### config.mk
export PLATFORM = sky130hd
export DESIGN_NAME = sprite_animator
export DESIGN_NICKNAME = d
export VERILOG_FILES = /design/src/rtl/sprite_animator.sv
export SDC_FILE = /design/constraint.sdc
export NUM_CORES = 1
export LEC_CHECK = 0
export ABC_AREA = 1
export CELL_PAD_IN_SITES_DETAIL_PLACEMENT = 1
export CELL_PAD_IN_SITES_GLOBAL_PLACEMENT = 2
export CORE_AREA = 2 2 200 104
export CTS_CLUSTER_SIZE = 40
export DETAILED_ROUTE_END_ITERATION = 6
export DIE_AREA = 0 0 202 106
export GPL_ROUTABILITY_DRIVEN = 1
export PLACE_DENSITY = 0.95
export SYNTH_ARGS = -nofsm -noshare
export SYNTH_HDL_FRONTEND = slang
export SYNTH_SLANG_ARGS = --single-unit
### constraint.sdc
create_clock -name vga_clk -period 17.1 [get_ports vga_clk]
set_input_delay 2.565 -clock vga_clk [delete_from_list [all_inputs] [get_ports vga_clk]]
set_output_delay 2.565 -clock vga_clk [all_outputs]
set_load 0.01 [all_outputs]
### src/rtl/sprite_animator.sv
// Pipelined sprite renderer with multi-frame animation, horizontal mirroring and
// power-of-two upscaling; reads an external ROM and returns a palette index two clocks later.
module sprite_animator #(
    parameter int SPR_W      = 140,
    parameter int SPR_H      = 240,
    parameter int FRAMES     = 8,
    parameter int IDX_W      = 5,
    parameter int ADDR_W     = 19,
    parameter int TICK_W     = 4,
    parameter int TRANSP_IDX = 0
) (
    input  logic                      vga_clk,
    input  logic                      reset,
    input  logic [9:0]                DrawX,
    input  logic [9:0]                DrawY,
    input  logic [9:0]                SpriteX,
    input  logic [9:0]                SpriteY,
    input  logic                      blank,
    input  logic                      frame_tick,
    input  logic                      start,
    input  logic                      stop,
    input  logic [$clog2(FRAMES)-1:0] anim_base,
    input  logic [$clog2(FRAMES):0]   anim_len,
    input  logic                      loop,
    input  logic [TICK_W-1:0]         hold_ticks,
    input  logic                      flip,
    input  logic [1:0]                scale_sh,
    output logic [ADDR_W-1:0]         rom_addr,
    input  logic [IDX_W-1:0]          rom_q,
    output logic [IDX_W-1:0]          pix_index,
    output logic                      sprite_on,
    output logic [$clog2(FRAMES)-1:0] cur_frame,
    output logic                      busy,
    output logic                      anim_done
);
    localparam int FW    = $clog2(FRAMES);
    localparam int LEN_W = FW + 1;
    localparam int SUM_W = LEN_W + 1;
    localparam int HW    = 11;
    localparam logic [ADDR_W-1:0] FRAME_SZ = ADDR_W'(SPR_W * SPR_H);

    typedef enum logic [1:0] {IDLE, PLAY, DONE} state_e;

    state_e              state_q, state_d;
    logic [LEN_W-1:0]    step_q, step_d;
    logic [LEN_W-1:0]    len_q, len_d;
    logic [FW-1:0]       base_q, base_d;
    logic                loop_q, loop_d;
    logic [TICK_W-1:0]   hold_q, hold_d;
    logic [TICK_W-1:0]   tick_q, tick_d;
    logic                done_d;
    logic [SUM_W-1:0]    frameSum;
    logic [FW-1:0]       frame_d, cur_frame_q;
    logic                busy_q, anim_done_q;

    logic [HW-1:0]       dx, dy, spanW, spanH, colRaw, col, row;
    logic                hit;
    logic [ADDR_W-1:0]   hitAddr, rom_addr_q;
    logic                v1_q, sprite_on_q;
    logic [IDX_W-1:0]    pix_index_q;
    logic                opaque;

    // Stage 0: widened so that sprites near the right/bottom edge never wrap the offset.
    always_comb begin
        dx      = HW'(DrawX) - HW'(SpriteX);
        dy      = HW'(DrawY) - HW'(SpriteY);
        spanW   = HW'(SPR_W) << scale_sh;
        spanH   = HW'(SPR_H) << scale_sh;
        hit     = (DrawX >= SpriteX) && (dx < spanW) && (DrawY >= SpriteY) && (dy < spanH);
        colRaw  = dx >> scale_sh;
        col     = flip ? (HW'(SPR_W - 1) - colRaw) : colRaw;
        row     = dy >> scale_sh;
        hitAddr = ADDR_W'(cur_frame_q) * FRAME_SZ + ADDR_W'(row) * ADDR_W'(SPR_W) + ADDR_W'(col);
    end

    // Start overrides both stop and frame_tick; a finished one-shot holds its last step.
    always_comb begin
        state_d = state_q;
        step_d  = step_q;
        len_d   = len_q;
        base_d  = base_q;
        loop_d  = loop_q;
        hold_d  = hold_q;
        tick_d  = tick_q;
        done_d  = 1'b0;
        if (start) begin
            base_d  = anim_base;
            len_d   = (anim_len == '0) ? LEN_W'(1) : anim_len;
            loop_d  = loop;
            hold_d  = hold_ticks;
            step_d  = '0;
            tick_d  = '0;
            state_d = PLAY;
        end else if (stop && (state_q != IDLE)) begin
            state_d = IDLE;
        end else if ((state_q == PLAY) && frame_tick) begin
            if (tick_q == hold_q) begin
                tick_d = '0;
                if (step_q < (len_q - LEN_W'(1))) begin
                    step_d = step_q + LEN_W'(1);
                end else if (loop_q) begin
                    step_d = '0;
                end else begin
                    state_d = DONE;
                    done_d  = 1'b1;
                end
            end else begin
                tick_d = tick_q + TICK_W'(1);
            end
        end
        frameSum = SUM_W'(base_d) + SUM_W'(step_d);
        frame_d  = (frameSum > SUM_W'(FRAMES - 1)) ? FW'(FRAMES - 1) : FW'(frameSum);
    end

    assign opaque = v1_q && (rom_q != IDX_W'(TRANSP_IDX));

    always_ff @(posedge vga_clk) begin
        if (reset) begin
            state_q     <= IDLE;
            step_q      <= '0;
            len_q       <= LEN_W'(1);
            base_q      <= '0;
            loop_q      <= 1'b0;
            hold_q      <= '0;
            tick_q      <= '0;
            cur_frame_q <= '0;
            busy_q      <= 1'b0;
            anim_done_q <= 1'b0;
            rom_addr_q  <= '0;
            v1_q        <= 1'b0;
            sprite_on_q <= 1'b0;
            pix_index_q <= '0;
        end else begin
            state_q     <= state_d;
            step_q      <= step_d;
            len_q       <= len_d;
            base_q      <= base_d;
            loop_q      <= loop_d;
            hold_q      <= hold_d;
            tick_q      <= tick_d;
            cur_frame_q <= frame_d;
            busy_q      <= (state_d == PLAY);
            anim_done_q <= done_d;
            rom_addr_q  <= hit ? hitAddr : '0;
            v1_q        <= hit && blank;
            sprite_on_q <= opaque;
            pix_index_q <= opaque ? rom_q : '0;
        end
    end

    assign rom_addr  = rom_addr_q;
    assign sprite_on = sprite_on_q;
    assign pix_index = pix_index_q;
    assign cur_frame = cur_frame_q;
    assign busy      = busy_q;
    assign anim_done = anim_done_q;
endmodule

# After elaboration in Yosys (flattened, before gate mapping)
# Index checks and enable logic that the tools add are counted.
dict set report word_totals {
  out_inout_bits 30
  register_bits 53
  input_bits 66
  elab_cells 76
}
dict set report classes {
  mul 2
  eq_ne 3
  shift 4
  order_cmp 6
  reduce_logical 15
  n_addsub 9
  mux 18
  n_bitwise 5
}
# operator n
set ops {}
lappend ops {{4-bit 2-to-1 mux} 8}
lappend ops {{11-bit less-than comparator} 2}
lappend ops {{8-bit by 2-bit left shift with 11-bit output (first input constant)} 2}
lappend ops {{11-bit by 2-bit >> shifter with 11-bit output} 2}
lappend ops {{10-bit by 10-bit subtractor with 11-bit output} 2}
lappend ops {{10-bit >= comparator} 2}
lappend ops {{19-bit by 11-bit adder with 19-bit output} 1}
lappend ops {{19-bit adder} 1}
lappend ops {{11-bit by 6-bit multiplier with 17-bit output (second input constant)} 1}
lappend ops {{3-bit by 10-bit multiplier with 13-bit output (second input constant)} 1}
lappend ops {{2-bit 2-to-1 mux} 6}
lappend ops {{11-bit 2-to-1 mux} 1}
lappend ops {{8-bit by 11-bit subtractor with 11-bit output (first input constant)} 1}
lappend ops {{4-bit by 1-bit adder with 4-bit output (second input constant)} 2}
lappend ops {{1-bit logical AND} 7}
lappend ops {{3-bit 2-to-1 mux} 2}
lappend ops {{2-bit OR reduction} 3}
lappend ops {{6-bit OR reduction} 1}
lappend ops {{3-bit by 4-bit adder with 5-bit output} 1}
lappend ops {{5-bit by 3-bit greater-than comparator with 1-bit output (second input constant)} 1}
lappend ops {{1-bit NOT} 5}
lappend ops {{5-bit nonzero test} 1}
lappend ops {{2-bit by 1-bit equality test with 1-bit output (second input constant)} 2}
lappend ops {{4-bit equality test} 1}
lappend ops {{6 further kinds} 6}

# Longest topological paths before layout
# Gate-level depths: netlist of run 1.
dict set report depth {
  ltp_word 10
  depth_mapped 37
  depth_no_buf 37
}

# Worst setup path before layout of run 1
# OpenSTA, ideal clock, no wires.
dict set report synth_path {
  path_kind {input-to-reg}
  startpoint {input SpriteY[2]}
  endpoint {register rom_addr_q[17] (netlist: rom_addr[17])}
  t_required_ns 17.030
  path_buffers 0
  setup_ns 0.070
  setup_slack_ns 9.246
  arrival_time_ns 7.784
  path_stages 33
  path_cell_list {inv_1 -> ha_1 -> a21oi_2 -> o21ai_2 -> nand2_2 -> nand2_2 -> or2_1 -> and2_1 -> or2_2 -> a21oi_1 -> a31oi_1 -> ha_1 -> ha_1 -> inv_1 -> fa_1 -> inv_1 -> ha_1 -> a21oi_1 -> nand3_1 -> xor2_1 -> fa_1 -> inv_1 -> ha_1 -> inv_1 -> nor3_1 -> nand3_1 -> nand3_1 -> nand3_1 -> nand2_1 -> nand2_1 -> nand2_1 -> nand2_1 -> a21oi_1}
}
dict set report synth_via {
  elab_chain_cells 5
  elab_cells_between_ends 11
  cone_classes {add/sub (3); mul (1); order compare (2); shift (1); bitwise (1); reduce/logical (3)}
}
# item line
set synth_rtl {}
lappend synth_rtl {{start, declared} 17} ;# input logic [9:0] SpriteY,
lappend synth_rtl {{10-bit by 10-bit subtractor with 11-bit output or 10-bit >= comparator (tied branches)} {66, 69}}
lappend synth_rtl {{11-bit by 2-bit >> shifter with 11-bit output (tied with other cells)} 72} ;# row = dy >> scale_sh;
lappend synth_rtl {{11-bit by 6-bit multiplier with 17-bit output or 1-bit logical AND (tied branches)} {73, 69}}
lappend synth_rtl {{19-bit adder or 1-bit NOT (tied branches)} -}
lappend synth_rtl {{19-bit by 11-bit adder with 19-bit output or 2-bit OR reduction (tied branches)} -}
lappend synth_rtl {{end signal, assigned} 144} ;# rom_addr_q <= hit ? hitAddr : '0;
lappend synth_rtl {{end, declared} 58} ;# logic [ADDR_W-1:0] hitAddr, rom_addr_q;
# Several ways; a longest one is shown, not always the timed one.
# A chain may end at the register's enable or synchronous reset.

# Final worst setup path of run 1
dict set report layout_path {
  startpoint {input DrawY[0]}
  endpoint {register rom_addr_q[17] (netlist: rom_addr[17])}
}
dict set report layout_via {
  elab_chain_cells 5
  elab_cells_between_ends 11
  cone_classes {add/sub (3); mul (1); order compare (2); shift (1); bitwise (1); reduce/logical (3)}
}
# item line
set layout_rtl {}
lappend layout_rtl {{start, declared} 15} ;# input logic [9:0] DrawY,
lappend layout_rtl {{10-bit by 10-bit subtractor with 11-bit output or 10-bit >= comparator (tied branches)} {66, 69}}
lappend layout_rtl {{11-bit by 2-bit >> shifter with 11-bit output (tied with other cells)} 72}
lappend layout_rtl {{11-bit by 6-bit multiplier with 17-bit output or 1-bit logical AND (tied branches)} {73, 69}}
lappend layout_rtl {{19-bit adder or 1-bit NOT (tied branches)} -}
lappend layout_rtl {{19-bit by 11-bit adder with 19-bit output or 2-bit OR reduction (tied branches)} -}
# Several ways; a longest one is shown, not always the timed one.

==> flow_metrics.py, run 1 <==
metrics = {
    "floorplanning": {
        "die_h_um": 106,
        "initial_core_util": 0.322,
        "core_area_mm2": 0.0199,
        "design.portCount": 96,
        "die_w_um": 202,
        "row_count": 37,
        "die_area_mm2": 0.0214,
    },
    "sta": {
        "tns_ns": 0,
        "relSlewSlack": 0.406,
        "holdWs_ns": 0.471,
        "min_period_ns": 9.11,
        "fin_skew_ns": 0.0107,
        "clock.fmax_mhz": 110,
        "hold_viol": 0,
        "setup_ws_ns": 7.99,
        "slew_violations": 0,
        "worstMarginPinSlew_ns": 0.888,
        "setup_viol": 0,
        "finalCritPeriodShare": 0.533,
        "rsz0062_at_grt": "no",
    },
    "yosys": {
        "yosysMostFrequentCell": "nand2_1",
        "synth.yosys.seq_area_share": 0.166,
        "ys_top_cells_by_area": "ha_1 21%, dfxtp_1 17%, nand2_1 11%",
        "synth-main-ff-cell": "dfxtp_1",
        "ys_seq_elements": 53,
        "yosysTopAreaCell": "ha_1",
        "synth_edf_count": 0,
        "yosys.cell_types.count": 50,
        "avgSynthCellArea_um2": 6.81,
        "synth_cells": 939,
        "synth_top_area_frac": 0.209,
        "synth.top_cells.by_count": "194 x nand2_1, 166 x inv_1, 107 x ha_1, 78 x nor2_1, 72 x nand3_1",
        "synthArstFlopShare": 0,
        "synth_fp_nets": 1129,
        "ys.warnings.count": 0,
        "synthesis.area_mm2": 0.00639,
    },
    "cells_and_area": {
        "final_util": 0.393,
        "fin_nets": 1218,
        "drive_above_1_share": 0.0603,
        "n_antenna_cell": 0,
        "fillers": 2523,
        "area_delta_synth_final_pct": 22.1,
    },
    "place": {
        "dp_hpwl_um": 16600,
        "io_buffers": 95,
        "gp_congestion": 0.832,
        "pre_cts_ws_ns": 7.80,
    },
    "clock_network": {
        "clock_tree.buffer_depth": 2,
        "root_buffer": "clkbuf_16",
        "cts.sinks": 53,
        "clk_pin_slew_worst_paths_ns": 0.07,
        "cts.repair.resized": 0,
        "numCtsBuffers": 5,
        "htree_levels": 2,
        "postCtsSetupRepairBufs": 0,
        "cts_hold_buf": 0,
        "cts_tree": "done",
        "insertion_delay_ns": 0.31,
    },
    "run": {
        "cap_violations": 0,
    },
    "power": {
        "power_frac_clock": 0.116,
        "ir_drop_v": 0.0000948,
        "seqPwrFrac": 0.117,
        "power.density_mw_per_mm2": 145,
        "p_leak_nw": 3.98,
        "power_switching_share": 0.531,
        "power.internal_w": 0.000531,
        "combPwrFrac": 0.767,
        "p_sw_w": 0.000601,
    },
    "min_path": {
        "hp-class": "reg2reg",
    },
    "global_route": {
        "grt_pass1_wl_um": 32900,
        "grt_overflow": 0,
        "grt_start_max_net_pins": 28,
        "grtUsageTotal": 0.191,
        "grt_pass1_vias": 6322,
        "antenna_found_initial": 0,
    },
    "setup_path": {
        "worstPathRequired_ns": 17.33,
        "path_delay_family": "adder cells",
        "cp-start-kind": "input pin",
        "worstPathBufferInverterCount": 3,
        "endpoint_kind": "register",
        "crit_fanout": 6,
        "setup.worst_path.class": "in2reg",
        "slowest_stage": "fa_1",
        "slowest_delay_ns": 0.49,
        "critPathArrivalTime_ns": 9.34,
    },
    "detailed_routing": {
        "dr.pass1.iters": 4,
        "ant_nets": 0,
        "totalWireLength_um": 19500,
        "vias": 6200,
        "drt_iter0_drc": 426,
        "vias_per_cell": 4.76,
        "avgRoutedWirePerCell_um": 15.0,
        "drc": 0,
    },
    "status": {
        "status": "finished clean",
    },
}
[registers in the layout, indices dropped and copies added, names as in the netlist, 2 cells and up]
name,count
base_q,3
cur_frame,3
hold_q,4
len_q,4
pix_index,5
rom_addr,19
state_q,2
step_q,4
tick_q,4
[per-layer routing]
layer | GRT usage | up-vias | wire length [um]
li1 | - | 3194 | -
met1 | 0.309 | 2893 | 11400
met2 | 0.266 | 108 | 7230
met3 | 0.0307 | 5 | 846
met4 | 0.0152 | 0 | 46
met5 | 0 | - | 0
[final timing paths]
| kind | to | startpoint | slack [ns] | depth (start not counted) |
|---|---|---|---|---|
| worst max-delay path | rom_addr[17] | DrawY[0] | 7.99 | 31 |
| worst min-delay path | base_q[2] | base_q[2] | 0.47 | 2 |
| worst max register to register | rom_addr[17] | cur_frame[0] | 13.31 | 17 |
| worst min register to register | base_q[2] | base_q[2] | 0.47 | 2 |
[power groups by stage]
stage	clock, W	combinational, W	sequential, W
4_1_cts	0.000136	0.000860	0.000132
6_report	0.000132	0.000868	0.000132
5_1_grt	0.000142	0.000996	0.000133
2_1_floorplan	0	0.000626	0.000135
3_5_place_dp	0	0.000850	0.000135
3_3_place_gp	0	0.000830	0.000135
[per-stage QoR]
| stage | cell area [um^2] | power [W] | instances |
|---|---|---|---|
| after floorplan | 6390 | 0.000761 | 939 |
| after global placement | 7620 | 0.000965 | 1294 |
| after detailed placement | 7620 | 0.000985 | 1294 |
| after CTS | 7810 | 0.00113 | 1302 |
| after global routing | 7810 | 0.00127 | 1302 |
| final | 7810 | 0.00113 | 1302 |
[kinds of logic after synthesis]
kind of cell	Yosys count	share of synthesized area
buffers and inverters	182	0.110
AND/OR/NAND/NOR	412	0.288
adder cells (fa/ha/maj)	124	0.263
flip-flops	53	0.166
AO/OA/AOI/OAI	125	0.111
XOR/XNOR	40	0.0571
multiplexers	3	0.00470
[final cells by class]
type | count | area, um^2 | share of cell area
multi-input combinational | 704 | 4630 | 0.593
sequential | 53 | 1060 | 0.136
timing repair buffer | 96 | 958 | 0.123
inverter | 168 | 631 | 0.0807
tap | 273 | 342 | 0.0437
clock buffer | 5 | 125 | 0.0160
clock inverter | 3 | 65.1 | 0.00833
[worst reg2reg max path, stage by stage, from the launching register on]
cell	delay, ns
dfxtp_1	0.55
ha_1	0.31
ha_1	0.22
inv_1	0.08
fa_1	0.42
fa_1	0.51
inv_1	0.04
ha_1	0.38
inv_1	0.06
nor3_1	0.25
nand3_1	0.16
nand3_1	0.20
nand3_1	0.12
nand2_1	0.11
nand2_1	0.08
nand2_1	0.06
nand2_1	0.05
a21oi_1	0.12
[layout by cell type, fill, tap and decap left out, types with 7 or more instances in the layout]
cell type / instances
nand2_1: 194
inv_1: 166
ha_1: 107
clkdlybuf4s50_1: 95
nor2_1: 78
nand3_1: 72
a21oi_1: 58
dfxtp_1: 53
o21ai_0: 37
xor2_1: 24
fa_1: 17
nand2_2: 15
xnor2_1: 14
nor2_2: 13
nor3_1: 11
nand4_1: 7
Power figures use the tool's default switching activity.
==> inputs of run 2 (changes only) <==
--- a/config.mk
+++ b/config.mk
@@ -8,12 +8,12 @@
 export ABC_AREA = 1
 export CELL_PAD_IN_SITES_DETAIL_PLACEMENT = 1
 export CELL_PAD_IN_SITES_GLOBAL_PLACEMENT = 2
-export CORE_AREA = 2 2 200 104
+export CORE_AREA = 2 2 217 112
 export CTS_CLUSTER_SIZE = 40
 export DETAILED_ROUTE_END_ITERATION = 6
-export DIE_AREA = 0 0 202 106
+export DIE_AREA = 0 0 219 114
 export GPL_ROUTABILITY_DRIVEN = 1
-export PLACE_DENSITY = 0.95
+export PLACE_DENSITY = 0.87
 export SYNTH_ARGS = -nofsm -noshare
 export SYNTH_HDL_FRONTEND = slang
 export SYNTH_SLANG_ARGS = --single-unit
==> constraint.sdc (replaced) <==
create_clock -name vga_clk -period 7.8 [get_ports vga_clk]
set_input_delay 1.17 -clock vga_clk [delete_from_list [all_inputs] [get_ports vga_clk]]
set_output_delay 1.17 -clock vga_clk [all_outputs]
set_load 0.01 [all_outputs]
==> run 2 against run 1 <==
Non-clock buffer count grew 7. Core utilization is 5.4 points lower. Die area is 17% higher. Final cell count rose by 3.8%. Register-to-register slack lost 9.1 ns. Clock skew is 0.0023 ns lower. Power rose by 120%. First-iteration DRC count decreased by 15%. Via count rose by 0.48%. Highest routed layer unchanged.
==> flow_metrics.py, run 2 (same netlist as run 1, synthesis figures left out) <==
metrics = {
    "sta": {
        "finalCritPeriodShare": 0.933,
        "relSlewSlack": 0.496,
        "fin_skew_ns": 0.00843,
        "tns_ns": 0,
        "worstMarginPinSlew_ns": 0.754,
        "slew_violations": 0,
        "min_period_ns": 7.28,
        "holdWs_ns": 0.470,
        "setup_viol": 0,
        "hold_viol": 0,
        "rsz0062_at_grt": "no",
        "clock.fmax_mhz": 137,
    },
    "floorplanning": {
        "die_area_mm2": 0.0250,
        "die_h_um": 114,
        "design.portCount": 96,
        "die_w_um": 219,
        "initial_core_util": 0.274,
        "core_area_mm2": 0.0233,
        "row_count": 40,
    },
    "clock_network": {
        "clk_pin_slew_worst_paths_ns": 0.07,
        "clock_tree.buffer_depth": 2,
        "htree_levels": 2,
        "insertion_delay_ns": 0.30,
        "numCtsBuffers": 5,
        "cts_hold_buf": 0,
        "cts.sinks": 53,
        "root_buffer": "clkbuf_16",
        "cts_tree": "done",
    },
    "power": {
        "p_sw_w": 0.00135,
        "p_leak_nw": 3.98,
        "seqPwrFrac": 0.116,
        "power_frac_clock": 0.090,
        "power.internal_w": 0.00114,
        "ir_drop_v": 0.000227,
        "power.density_mw_per_mm2": 315,
        "combPwrFrac": 0.794,
        "power_switching_share": 0.541,
    },
    "setup_path": {
        "worstPathRequired_ns": 8.02,
        "reg2reg_depth": 17,
        "endpoint_kind": "register",
        "slowest_delay_ns": 0.53,
        "crit_fanout": 6,
        "critPathArrivalTime_ns": 7.49,
        "worstPathBufferInverterCount": 6,
        "cp-start-kind": "input pin",
        "ff2ff_setup_slack_ns": 4.19,
        "cpMostUsedCell": "inv_1",
        "path_depth": 34,
        "slowest_stage": "fa_1",
        "setup.worst_path.class": "in2reg",
        "path_delay_family": "adder cells",
    },
    "min_path": {
        "hp-class": "reg2reg",
        "holdPathStages": 2,
    },
    "place": {
        "dp_hpwl_um": 17400,
        "io_buffers": 95,
        "gp_congestion": 0.828,
    },
    "global_route": {
        "antenna_found_initial": 0,
        "grt_pass1_vias": 6305,
        "grt_start_max_net_pins": 25,
        "grtUsageTotal": 0.165,
        "grt_overflow": 0,
        "grt_pass1_wl_um": 33000,
    },
    "detailed_routing": {
        "drt_iter0_drc": 362,
        "vias": 6230,
        "drc": 0,
        "dr.pass1.iters": 5,
        "avgRoutedWirePerCell_um": 14.7,
        "totalWireLength_um": 19900,
        "ant_nets": 0,
        "vias_per_cell": 4.61,
    },
    "cells_and_area": {
        "n_antenna_cell": 0,
        "final_common_cell": "nand2_1",
        "fin_nets": 1225,
        "area_delta_synth_final_pct": 23.7,
        "largest_reg_flops": 19,
        "layout_common_cells": "194 x nand2_1, 166 x inv_1, 106 x ha_1",
        "drive_above_1_share": 0.0743,
        "final_util": 0.339,
    },
    "status": {
        "status": "finished clean",
    },
    "run": {
        "cap_violations": 0,
    },
}
[run 2: cell count changes in the layout (fill, tap and decap cells not counted), sizes merged]
cell      before  now
buf            1    8
clkbuf         5    6
clkinv         2    1
clkinvlp       0    2
bufinv         2    0
[run 2: layout make-up]
cell class	count	area, um^2
fillers	2951	15400
clock inverters	2	15.0
multi-input cells	704	4670
well taps	315	394
clock buffers	6	129
repair buffers	103	1010
inverters	168	631
flip-flops and latches	53	1060
[run 2: path summary, 6_finish.rpt]
path | start | end
max reg2reg | cur_frame[0] | rom_addr[17]
max | SpriteY[2] | rom_addr[17]
min | v1_q | pix_index[2]
min reg2reg | v1_q | pix_index[2]
[run 2: power by group through the flow]
stage / clock network [W] / registers [W] / logic (W)
6_report: 0.000224 / 0.000289 / 0.00198
3_5_place_dp: 0 / 0.000296 / 0.00189
4_1_cts: 0.000232 / 0.000290 / 0.00191
3_3_place_gp: 0 / 0.000296 / 0.00184
2_1_floorplan: 0 / 0.000297 / 0.00137
5_1_grt: 0.000251 / 0.000291 / 0.00225
[run 2: worst register-to-register path, delay by kind of cell (launching register included)]
family,cells,cell delay [ns]
DFF,1,0.52
buffers and inverters,3,0.20
adders and majority gates,5,1.82
AOI/OAI and AO/OA,1,0.12
and+or+nand+nor,8,0.88
[run 2: metal layers]
layer / track usage / wire length (um)
met4: 0.0180 / 137
met1: 0.273 / 11800
met3: 0.0216 / 668
met5: 0 / 0
met2: 0.224 / 7280
[run 2: what timing repair did]
| action | CTS | global route |
|---|---|---|
| buffers inserted | 0 | 0 |
| resized for setup | 0 | 10 |
| setup endpoints to repair | 0 | 5 |
[run 2: through the flow]
stage                     instances  total power [W]  setup WS [ns]  cell area, um^2
after floorplan                 939          0.00167           1.34             6390
after global placement         1343          0.00214          0.244             7730
after detailed placement       1343          0.00219         0.0757             7730
after CTS                      1351          0.00243          0.315             7870
after global routing           1351          0.00279         0.0383             7910
final                          1351          0.00249          0.525             7910
==> inputs of run 3 (changes only) <==
--- a/config.mk
+++ b/config.mk
@@ -5,13 +5,12 @@
 export SDC_FILE = /design/constraint.sdc
 export NUM_CORES = 1
 export LEC_CHECK = 0
-export ABC_AREA = 1
 export CELL_PAD_IN_SITES_DETAIL_PLACEMENT = 1
 export CELL_PAD_IN_SITES_GLOBAL_PLACEMENT = 2
-export CORE_AREA = 2 2 217 112
+export CORE_AREA = 2 2 204 106
 export CTS_CLUSTER_SIZE = 40
 export DETAILED_ROUTE_END_ITERATION = 6
-export DIE_AREA = 0 0 219 114
+export DIE_AREA = 0 0 206 108
 export GPL_ROUTABILITY_DRIVEN = 1
 export PLACE_DENSITY = 0.87
 export SYNTH_ARGS = -nofsm -noshare
==> run 3 against run 2 <==
Flip-flop and latch count is the same. Critical path type unchanged. Die area shrank 11%. Core utilization up 4.6 points. Clock skew fell by 0.0036 ns. Clock power is 14% higher. Highest routed layer unchanged. Via count is 11% lower. Register-to-register slack got worse by 0.06 ns. Maximum frequency is 2.9% lower. Area after synthesis fell by 5.5%. Non-clock buffer count up 30. Wire length decreased by 14%. Critical path depth shrank 5.
==> flow_metrics.py, run 3 <==
metrics = {
    "sta": {
        "hold_viol": 0,
        "worstMarginPinSlew_ns": 0.913,
        "relSlewSlack": 0.390,
        "setup_viol": 0,
        "clock.fmax_mhz": 134,
        "slew_violations": 0,
        "min_period_ns": 7.49,
        "fin_skew_ns": 0.00479,
        "finalCritPeriodShare": 0.960,
    },
    "clock_network": {
        "cts_tree": "done",
        "root_buffer": "clkbuf_16",
        "htree_levels": 2,
        "cts_hold_buf": 0,
        "clock_tree.buffer_depth": 2,
        "insertion_delay_ns": 0.30,
        "cts.sinks": 53,
        "clk_pin_slew_worst_paths_ns": 0.07,
        "numCtsBuffers": 5,
    },
    "power": {
        "p_sw_w": 0.00125,
        "combPwrFrac": 0.798,
        "p_leak_nw": 3.50,
        "power.internal_w": 0.00145,
        "power.density_mw_per_mm2": 345,
        "power_w": 0.00270,
        "power_switching_share": 0.464,
        "ir_drop_v": 0.000177,
        "power_frac_clock": 0.095,
        "seqPwrFrac": 0.107,
    },
    "floorplanning": {
        "row_count": 37,
        "core_area_mm2": 0.0203,
        "initial_core_util": 0.298,
        "die_w_um": 206,
        "design.portCount": 96,
        "die_area_mm2": 0.0222,
        "die_h_um": 108,
    },
    "yosys": {
        "synth_top_area_frac": 0.222,
        "ys_top_cells_by_area": "ha_1 22%, dfxtp_1 18%, fa_1 5.6%",
        "ys_seq_elements": 53,
        "synthArstFlopShare": 0,
        "synth_fp_nets": 921,
        "synth.yosys.seq_area_share": 0.176,
        "yosysMostFrequentCell": "ha_1",
        "synth.top_cells.by_count": "107 x ha_1, 80 x inv_1, 76 x nor2_1, 53 x dfxtp_1, 51 x a21oi_1",
        "yosys.cell_types.count": 70,
        "ys.warnings.count": 0,
        "avgSynthCellArea_um2": 8.26,
        "synthesis.area_mm2": 0.00604,
        "synth-main-ff-cell": "dfxtp_1",
        "yosysTopAreaCell": "ha_1",
        "synth_edf_count": 0,
        "synth_cells": 731,
    },
    "setup_path": {
        "setup.worst_path.class": "in2reg",
        "endpoint_kind": "register",
        "worstReg2RegStart": "cur_frame[1]",
        "timing.rr.end": "rom_addr[17]",
        "ff2ff_setup_slack_ns": 4.13,
        "cp-start-kind": "input pin",
        "slowest_stage": "fa_1",
        "cpMostUsedCell": "ha_1",
        "slowest_delay_ns": 0.49,
        "worstPathRequired_ns": 8.02,
        "crit_fanout": 4,
        "reg2reg_depth": 13,
        "critPathArrivalTime_ns": 7.71,
    },
    "place": {
        "gp_congestion": 0.823,
        "place_inst": 1118,
        "dp_hpwl_um": 14300,
        "io_buffers": 95,
    },
    "cells_and_area": {
        "stdcell_count": 1128,
        "n_antenna_cell": 0,
        "fillers": 2438,
        "final_common_cell": "ha_1",
        "drive_above_1_share": 0.104,
        "area_delta_synth_final_pct": 29.4,
        "fin_nets": 1044,
        "layout_common_cells": "106 x ha_1, 95 x clkdlybuf4s50_1, 80 x inv_1",
        "largest_reg_flops": 19,
    },
    "detailed_routing": {
        "ant_nets": 0,
        "avgRoutedWirePerCell_um": 15.1,
        "drc": 0,
        "totalWireLength_um": 17100,
        "vias": 5552,
        "vias_per_cell": 4.92,
        "drt_iter0_drc": 142,
        "dr.pass1.iters": 4,
    },
    "global_route": {
        "grt_pass1_wl_um": 28400,
        "grt_overflow": 0,
        "grt_start_max_net_pins": 23,
        "antenna_found_initial": 0,
        "grtUsageTotal": 0.157,
        "grt_pass1_vias": 5896,
    },
    "min_path": {
        "worstHoldEndpoint": "hold_q[2]",
        "hp-class": "reg2reg",
        "holdPathStages": 2,
        "hp-start": "hold_q[2]",
    },
    "run": {
        "cap_violations": 0,
    },
    "status": {
        "status": "finished clean",
    },
}
==> run 3: worst max path at each step <==
stage | to | cells after the start | slack, ns | from
finish | rom_addr[18] | 29 | 0.31 | DrawY[0]
global route | rom_addr[18] | 29 | -0.04 | DrawY[0]
CTS | rom_addr[18] | 28 | 0.05 | SpriteY[1]
detailed placement | rom_addr[18] | 28 | -0.29 | SpriteY[1]
global placement | rom_addr[18] | 28 | -0.07 | SpriteY[1]
floorplan | rom_addr[18] | 28 | 0.72 | SpriteY[1]
==> run 3: cell type report <==
class | instances | area, um^2 | share of cell area
clock buffer | 6 | 129 | 0.0165
clock inverter | 2 | 38.8 | 0.00496
inverter | 81 | 304 | 0.0389
multi-input combinational | 580 | 4710 | 0.602
sequential | 53 | 1060 | 0.136
tap | 273 | 342 | 0.0437
timing repair buffer | 133 | 1240 | 0.158
==> run 3: kinds of logic (layout without fill, tap and decap cells) <==
group                      Yosys count  count (layout)  share of synthesized area
and+or+nand+nor                    214             214                      0.176
DFF                                 53              53                      0.176
xor gates and xnor gates            47              47                     0.0681
buffers and inverters               98             222                     0.0621
muxes                               33              33                     0.0578
adders and majority gates          124             124                      0.278
AOI/OAI and AO/OA                  162             162                      0.182
==> run 3: what timing repair did <==
item | in CTS | in global routing
gates cloned | 0 | 0
setup buffers | 0 | 2
resized for setup | 1 | 20
endpoints found under the setup margin | 1 | 5
pin swaps | 0 | 5
==> run 3: stage by stage <==
step           setup slack [ns]  hold WS [ns]  TNS (ns)  area [um^2]  utilization
5_1_grt                 -0.0355         0.564   -0.0355         7820        0.385
3_5_place_dp             -0.286         0.516    -0.453         7530        0.371
4_1_cts                  0.0474         0.536         0         7700        0.380
2_1_floorplan             0.722         0.473         0         6040            -
3_3_place_gp            -0.0740         0.497   -0.0740         7530        0.371
6_report                  0.310         0.526         0         7820        0.385
==> run 3: critical path: cells and delay by family <==
| kind | cells | cell delay (ns) |
|---|---|---|
| buffers and inverters | 3 | 0.66 |
| adders and majority gates | 8 | 2.60 |
| xor gates and xnor gates | 1 | 0.25 |
| muxes | 3 | 0.76 |
| AOI/OAI and AO/OA | 9 | 1.53 |
| and+or+nand+nor | 5 | 0.73 |
==> run 3: routing by layer <==
| layer | vias to the layer above | part of all wire | GRT usage |
|---|---|---|---|
| li1 | 2804 | - | - |
| met1 | 2679 | 0.47 | 0.196 |
| met4 | 0 | 0.010 | 0.0332 |
| met5 | - | 0 | 0 |
| met3 | 11 | 0.020 | 0.0184 |
| met2 | 58 | 0.50 | 0.292 |
==> run 3: power groups by stage <==
stage | clock [W] | sequential (W) | combinational (W)
after floorplan | 0 | 0.000297 | 0.00155
final | 0.000255 | 0.000289 | 0.00215
after global placement | 0 | 0.000295 | 0.00204
after CTS | 0.000268 | 0.000290 | 0.00215
after detailed placement | 0 | 0.000296 | 0.00212
after global routing | 0.000278 | 0.000291 | 0.00247
